File: src/rtl/lsu_pkg.sv
// Shared definitions for the load/store unit.
// Contents: RISC-V load/store funct3 encodings, the LSU FSM state
// encodings and the state type. The decoder uses the same constants.
package lsu_pkg;

  // funct3 encodings for loads and stores
  localparam logic [2:0] F3_B  = 3'b000;
  localparam logic [2:0] F3_H  = 3'b001;
  localparam logic [2:0] F3_W  = 3'b010;
  localparam logic [2:0] F3_BU = 3'b100;
  localparam logic [2:0] F3_HU = 3'b101;

  // FSM state encodings
  typedef logic [1:0] lsu_state_t;
  localparam lsu_state_t ST_IDLE  = 2'd0;
  localparam lsu_state_t ST_WRITE = 2'd1;
  localparam lsu_state_t ST_RESP  = 2'd2;

endpackage

File: src/rtl/lsu_align.sv
// Combinational lane logic for the load/store unit.
// Ports:
//   word       in  32  current memory word (old word for stores)
//   addr_lo    in  2   byte offset within the word
//   size       in  3   funct3 of the access
//   we         in  1   1 = store, 0 = load
//   wd         in  32  store data (byte/half taken from the low bits)
//   load_val   out 32  extracted and extended load value
//   store_word out 32  word with the store data merged in
//   misaligned out 1   half on an odd address or word not on a word boundary
//   illegal    out 1   funct3 not valid for this access direction
module lsu_align
  import lsu_pkg::*;
(
  input  logic [31:0] word,
  input  logic [1:0]  addr_lo,
  input  logic [2:0]  size,
  input  logic        we,
  input  logic [31:0] wd,
  output logic [31:0] load_val,
  output logic [31:0] store_word,
  output logic        misaligned,
  output logic        illegal
);

  logic [31:0] shifted;
  logic [7:0]  byte_val;
  logic [15:0] half_val;

  // Move the addressed byte to the bottom; the half lane only depends on bit 1.
  assign shifted  = word >> {addr_lo, 3'b000};
  assign byte_val = shifted[7:0];
  assign half_val = addr_lo[1] ? word[31:16] : word[15:0];

  always_comb begin
    load_val = word;
    case (size)
      F3_B:    load_val = {{24{byte_val[7]}}, byte_val};
      F3_BU:   load_val = {24'd0, byte_val};
      F3_H:    load_val = {{16{half_val[15]}}, half_val};
      F3_HU:   load_val = {16'd0, half_val};
      default: load_val = word;
    endcase
  end

  always_comb begin
    store_word = word;
    case (size)
      F3_B: begin
        case (addr_lo)
          2'd0:    store_word = {word[31:8], wd[7:0]};
          2'd1:    store_word = {word[31:16], wd[7:0], word[7:0]};
          2'd2:    store_word = {word[31:24], wd[7:0], word[15:0]};
          default: store_word = {wd[7:0], word[23:0]};
        endcase
      end
      F3_H:    store_word = addr_lo[1] ? {wd[15:0], word[15:0]} : {word[31:16], wd[15:0]};
      F3_W:    store_word = wd;
      default: store_word = word;
    endcase
  end

  always_comb begin
    illegal = 1'b1;
    case (size)
      F3_B, F3_H, F3_W: illegal = 1'b0;
      F3_BU, F3_HU:     illegal = we;   // unsigned forms exist only for loads
      default:          illegal = 1'b1;
    endcase
  end

  // size[1:0]==01 covers both LH/SH and LHU
  assign misaligned = ((size[1:0] == 2'b01) && addr_lo[0]) ||
                      ((size == F3_W) && (addr_lo != 2'b00));

endmodule

File: src/rtl/lsu.sv
// Load/store unit between the execute stage and the word-wide data memory.
// One access at a time; sub-word stores are done as read-modify-write.
// Handshake: a request is taken on a rising edge where req_i && ready_o;
// ready_o is high only in IDLE and the core holds req_i until then.
// rvalid_o is a one-cycle completion pulse that cannot be stalled;
// rdata_o and err_o are meaningful while rvalid_o is high.
// Ports:
//   clk_i, rst_n_i                 clock, async active-low reset
//   req_i, we_i, size_i, addr_i, wd_i   request from the core
//   ready_o                        request can be accepted this cycle
//   rvalid_o, rdata_o, err_o       completion pulse, load data, error flag
//   mem_addr_o, mem_wd_o, mem_we_o word address / data / write enable to dm
//   mem_rd_i                       combinational read data from dm
//   state_o                        current FSM state (debug observation)
module lsu
  import lsu_pkg::*;
(
  input  logic        clk_i,
  input  logic        rst_n_i,
  input  logic        req_i,
  input  logic        we_i,
  input  logic [2:0]  size_i,
  input  logic [31:0] addr_i,
  input  logic [31:0] wd_i,
  output logic        ready_o,
  output logic        rvalid_o,
  output logic [31:0] rdata_o,
  output logic        err_o,
  output logic [31:0] mem_addr_o,
  output logic [31:0] mem_wd_o,
  output logic        mem_we_o,
  input  logic [31:0] mem_rd_i,
  output lsu_state_t  state_o
);

  lsu_state_t  state;
  logic [29:0] word_addr;
  logic [31:0] load_val;
  logic [31:0] store_word;
  logic        misaligned;
  logic        illegal;

  // The read port is addressed from addr_i while IDLE, so the old word
  // and load data are available combinationally at the accept edge.
  lsu_align u_align (
    .word       (mem_rd_i),
    .addr_lo    (addr_i[1:0]),
    .size       (size_i),
    .we         (we_i),
    .wd         (wd_i),
    .load_val   (load_val),
    .store_word (store_word),
    .misaligned (misaligned),
    .illegal    (illegal)
  );

  assign ready_o    = (state == ST_IDLE);
  assign rvalid_o   = (state == ST_RESP);
  // Decoded from state so an async reset drops the write enable at once.
  assign mem_we_o   = (state == ST_WRITE);
  assign mem_addr_o = (state == ST_IDLE) ? {addr_i[31:2], 2'b00} : {word_addr, 2'b00};
  assign state_o    = state;

  always_ff @(posedge clk_i or negedge rst_n_i) begin
    if (!rst_n_i) begin
      state     <= ST_IDLE;
      word_addr <= '0;
      rdata_o   <= '0;
      err_o     <= 1'b0;
      mem_wd_o  <= '0;
    end else begin
      case (state)
        ST_IDLE: begin
          if (req_i) begin
            word_addr <= addr_i[31:2];
            if (illegal || misaligned) begin
              err_o   <= 1'b1;
              rdata_o <= '0;
              state   <= ST_RESP;
            end else if (!we_i) begin
              err_o   <= 1'b0;
              rdata_o <= load_val;
              state   <= ST_RESP;
            end else begin
              err_o    <= 1'b0;
              rdata_o  <= '0;
              mem_wd_o <= store_word;
              state    <= ST_WRITE;
            end
          end
        end
        ST_WRITE: state <= ST_RESP;
        ST_RESP:  state <= ST_IDLE;
        default:  state <= ST_IDLE;
      endcase
    end
  end

endmodule
File: config.mk
export PLATFORM = sky130hd
export DESIGN_NAME = lsu
export DESIGN_NICKNAME = d
export VERILOG_FILES = /design/src/rtl/lsu_pkg.sv /design/src/rtl/lsu_align.sv /design/src/rtl/lsu.sv
export SDC_FILE = /design/constraint.sdc
export NUM_CORES = 1
export LEC_CHECK = 0
export ABC_AREA = 1
export CAP_MARGIN = 20
export CORE_MARGIN = 2
export CORE_UTILIZATION = 52
export DETAILED_ROUTE_END_ITERATION = 7
export GPL_TIMING_DRIVEN = 0
export PLACE_DENSITY = 0.95
export SYNTH_ARGS = -nofsm -noshare
export SYNTH_HDL_FRONTEND = slang
export SYNTH_HIERARCHICAL = 1
export SYNTH_SLANG_ARGS = --single-unit
File: constraint.sdc
create_clock -name clk_i -period 2.3 [get_ports clk_i]
set_clock_uncertainty 0.2 [all_clocks]
set_input_delay 0.23 -clock clk_i [delete_from_list [all_inputs] [get_ports clk_i]]
set_output_delay 0.23 -clock clk_i [all_outputs]
set_load 0.03 [all_outputs]
### After elaboration in Yosys (flattened, before gate mapping)

Index checks and enable logic that the tools add are counted.

* output and inout port bits: 102
* register bits: 97
* logic and storage cells: 43

* equality and inequality tests: 10
* reductions and logical operators: 12
* mux-type cells: 14
* bitwise logic cells: 1
* shift-type cells: 1

Operators with widths (number)
* $pmux W32 S3: 2
* $mux W32: 4
* $pmux W32 S4: 1
* $shr A32 B5 Y8: 1
* $mux W16: 1
* $eq A2 B1 Y1 const B: 3
* $eq A3 B3 Y1 const B: 2
* $mux W2: 3
* $eq A2 B2 Y1 const B: 2
* $logic_not A2 Y1: 2
* $pmux W2 S2: 1
* $reduce_and A4 Y1: 1
* $eq A3 B1 Y1 const B: 1
* $eq A3 B2 Y1 const B: 1
* $logic_not A3 Y1: 1
* $reduce_or A3 Y1: 1
* $logic_and A1 B1 Y1: 2
* $logic_or A1 B1 Y1: 2
* $ne A2 B2 Y1 const B: 1
* $pmux W1 S2: 1
* $reduce_and A2 Y1: 1
* $reduce_bool A2 Y1: 1
* $reduce_or A2 Y1: 1
* $mux W1: 1
* $not A1 Y1: 1

### Logic depth before layout (Yosys ltp)

* depth after elaboration: 7
* mapped depth: 13
* depth with buffers taken out: 11

### By module

The synthesis kept the hierarchy.

Modules (own cells, without submodules)
* lsu: instances 1, cells an instance 520, sequential area each 2427.3 um^2, area an instance 4237.8 um^2
* lsu_align: instances 1, cells an instance 592, sequential area each 0.0 um^2, area an instance 2715.1 um^2

### Least setup slack after synthesis

OpenSTA, ideal clock, no wires.

* path kind: flip-flop to output port
* start point: reg state[0], in the netlist state_o[0]
* end point: out mem_addr_o[22]
* slack: 0.267 ns
* arrival: 1.603 ns
* data required time: 1.870 ns
* stages on the path, launching flop included: 4
* cell sequence: dfrtp_1 -> nor2_4 -> buf_1 -> a21oi_1

* word-level cells in the longest chain between the ends: 2

RTL lines
* start: declaration: RTL line lsu.sv:36 `lsu_state_t state;`
* start signal: assignment: RTL line lsu.sv:66 `state <= ST_IDLE;`
* start signal: assignment: RTL line lsu.sv:79 `state <= ST_RESP;`
* start signal: assignment: RTL line lsu.sv:83 `state <= ST_RESP;`
* $logic_not A2 Y1
* net ready_o: RTL line lsu.sv:25 `output logic ready_o,`
* $mux W32: RTL line lsu.sv:61 `assign mem_addr_o = (state == ST_IDLE) ? {addr_i[31:2], 2'b00} : {word_addr, 2'b00};`
* end: declaration: RTL line lsu.sv:29 `output logic [31:0] mem_addr_o,`

The timed path passes the listed nets, and every way through them passes these cells.

### Final worst setup path

* start point: reg state[0], in the netlist state_o[0]
* end point: out mem_addr_o[21]

* word-level cells in the longest chain between the ends: 2

RTL lines (RTL line)
* $logic_not A2 Y1: lsu.sv:61
* $mux W32: lsu.sv:61

No other way between the ends.

==> run_results.csv <==
group,metric,value,unit
critical_path,cp_slowest_cell,"dfrtp_1",
clock_network,cts.sinks,97,
clock_network,clk_latency,0.35,ns
floorplan,row_count,42,
route,drtPass1Iterations,5,
critical_path,reg2regPathDepth,7,
clock_network,root_buffer,"clkbuf_16",
sta,slew_headroom,65.0,%
final_layout,drive_gt1_share,13.4,%
synth,ys_types,28,
global_route,grt_max_degree,60,
floorplan,die_h,120,um
floorplan,dieArea,14300,um2
power_and_ir_drop,p_int,3940,uW
clock_network,path_clk_slew,0.07,ns
power_and_ir_drop,seq_power_share,33.7,%
critical_path,worstPathCellList,"nor2_4, clkbuf_4, nor2_1, a21oi_1, clkdlybuf4s15_2",
global_route,grt_usage,35.6,%
route,drt_iter0_markers,803,
critical_path,cp.required,1.87,ns
critical_path,slowest_delay,0.46,ns
sta,worst_pin_slew,0.524,ns
power_and_ir_drop,ir_worst_vdd,0.521,mV
power_and_ir_drop,swShare,40.4,%
hold_path,hold_path.class,"input pin to register",
critical_path,cp-startpoint,"state_o[0]",
route,wl_per_cell,17.0,um
final_layout,num_antenna_cells,0,
route,vias,8128,
hold_path,hp-start,"size_i[1]",
run,max_cap_viol_count,0,
clock_network,cts_tree,"yes",
placement,routabilityCongestion,1.03,
route,drc,0,
hold_path,hold_depth,5,
route,antenna_left,0,
power_and_ir_drop,switching_power,2670,uW
critical_path,crit_family,"buffers and inverters",
critical_path,worstSetupPathType,"register to primary output",
critical_path,worstPathMaxFanout,10,
sta,fin_tns_setup,0,ns
synth,synth_cells,1112,
global_route,grt_pass1_vias,7642,
critical_path,worstSetupPathDepth,5,
final_layout,stdcell_area,9490,um2
synth,syn_area_per_cell,6.25,um2
power_and_ir_drop,total_power,6610,uW
critical_path,critPathBufInv,2,
critical_path,r2r_start,"state_o[1]",
synth,yosysWarnings,6,
route,wirelength,25600,um
sta,fin_crit,2.26,ns
sta,post-route-period-util,98.3,%
clock_network,cts_made_buffers,9,
power_and_ir_drop,p_leak,0.00507,uW
power_and_ir_drop,pwr-share-comb,42.4,%
floorplan,die_w,120,um
final_layout,synthToLayoutAreaGrowth,36.5,%
global_route,grt_pass1_wl,39500,um
final_layout,nets,1434,
final_layout,final_cell_mix,"402 x nand2_1, 165 x clkdlybuf4s50_1, 144 x nand3_1",
critical_path,cp.arrival,1.83,ns
clock_network,cts_max_path_buffers,2,
global_route,grt_antenna_before_repair,0,
power_and_ir_drop,powerDensity,697,nW/um2
sta,slew_viol_final,0,
floorplan,core,13100,um2
sta,holdWs,0.165,ns
floorplan,start_util,52.9,%
outcome,status,"finished, final reports clean",
floorplan,io_pins,205,
placement,place_area,9190,um2
synth,synth_area,6950,um2
global_route,grt_overflow_total,0,
critical_path,crit_path_end_kind,"primary output",
synth,yosysSeqAreaShare,34.9,%
critical_path,startpoint_type,"register",
sta,hold_viol_final,0,
route,vias_per_cell,5.38,
power_and_ir_drop,clkPwrFrac,23.9,%
clock_network,cts-htree-levels,3,
sta,finalSetupViolations,0,
final_layout,final_common_cell,"nand2_1",
placement,hpwl,19300,um
synth,synth_seq_cells,97,
sta,max_freq,0.442,GHz
placement,portBuffers,199,
==> through the flow <==
stage	std cells	worst slack [ns]	utilization, %
after floorplan	1113	0.267	-
final	1512	0.0397	72.2
after CTS	1511	0.00230	72.8
after global placement	1488	-2.65	69.8
after detailed placement	1489	-0.875	70.0
after global routing	1512	-0.0156	72.2
==> registers in the layout (all words and copies together), names as in the netlist <==
signal,count
mem_wd_o,32
rdata_o,32
word_addr,30
state_o,2
err_o,1
==> synthesized netlist by cell type <==
cell        n  area, um2
buf_4      14        105
o21ai_0    15       75.1
nand2_4     1       11.3
o22ai_1     1       6.26
nand3_2    12        120
clkbuf_1    6       22.5
inv_2       5       18.8
buf_2      36        180
dfrtp_1    97       2430
a21oi_1    32        160
nand2_1   403       1510
nor2_2     34        213
buf_1       4       15.0
o211ai_1    2       15.0
clkinv_1    1       3.75
nand2_2     4       25.0
o21ai_2     1       8.76
o21ai_1    47        235
conb_1      1       3.75
nor2_1    123        462
nand3_1   144        721
inv_1     115        432
o21a_1      1       7.51
o21ai_4     1       16.3
nor2_4      2       22.5
inv_4       1       6.26
buf_6       6       67.6
nor2_8      3       60.1
==> what timing repair did <==
item / 4_1_cts / 5_1_grt
gates resized for setup: 75 / 37
pin swaps: 2 / 1
hold endpoints to repair: 38 / 0
hold buffers: 1 / 0
endpoints found under the setup margin: 65 / 28
buffers inserted: 5 / 1
==> cells by family after synthesis <==
group,synth area share [%]
AO/OA/AOI/OAI,7.54
buffers and inverters,12.2
flip-flops,34.9
other,0.0539
AND/OR/NAND/NOR,45.3
==> final timing paths <==
| check | end | slack [ns] |
|---|---|---|
| setup / recovery | mem_addr_o[21] | 0.04 |
| hold / removal | rdata_o[28] | 0.17 |
| setup reg to reg | mem_wd_o[6] | 0.25 |
| hold reg to reg | mem_wd_o[25] | 0.27 |
| max in group asynchronous | rdata_o[20] | 1.05 |
| min in group asynchronous | word_addr[8] | 0.19 |
==> metal layers <==
layer  wire length [um]  track usage (%)  vias to the layer above  share of wire (%)
li1                   -                -                     3879                  -
met1               9940             43.9                     3712                 39
met2              12100             58.8                      454                 47
met3               2530             8.98                       83                9.9
met4               1050             16.0                        0                4.1
met5                  0                0                        -                  0
==> area by class of cell <==
class,count,area (um2)
multi-input combinational,828,3690
fill,1099,3650
timing repair buffer,207,1980
tap,176,220
clock inverter,7,85.1
clock buffer,9,225
buffer,66,407
sequential,97,2430
inverter,122,460
==> power groups by stage <==
stage	sequential (uW)	clock, uW	combinational [uW]
CTS	2220	1600	2800
finish	2230	1580	2800
detailed placement	2250	0	2820
floorplan	2680	0	1140
global placement	2240	0	2760
global route	2260	1660	2990
==> worst reg2reg max path, cell delays in order, from the launching register on <==
cell	delay, ns
dfrtp_1	0.45
inv_1	0.11
nand2_1	0.09
nor2_2	0.42
nand2_2	0.28
buf_2	0.26
nand2_1	0.08
nand2_1	0.05
Power figures use the tool's default switching activity.
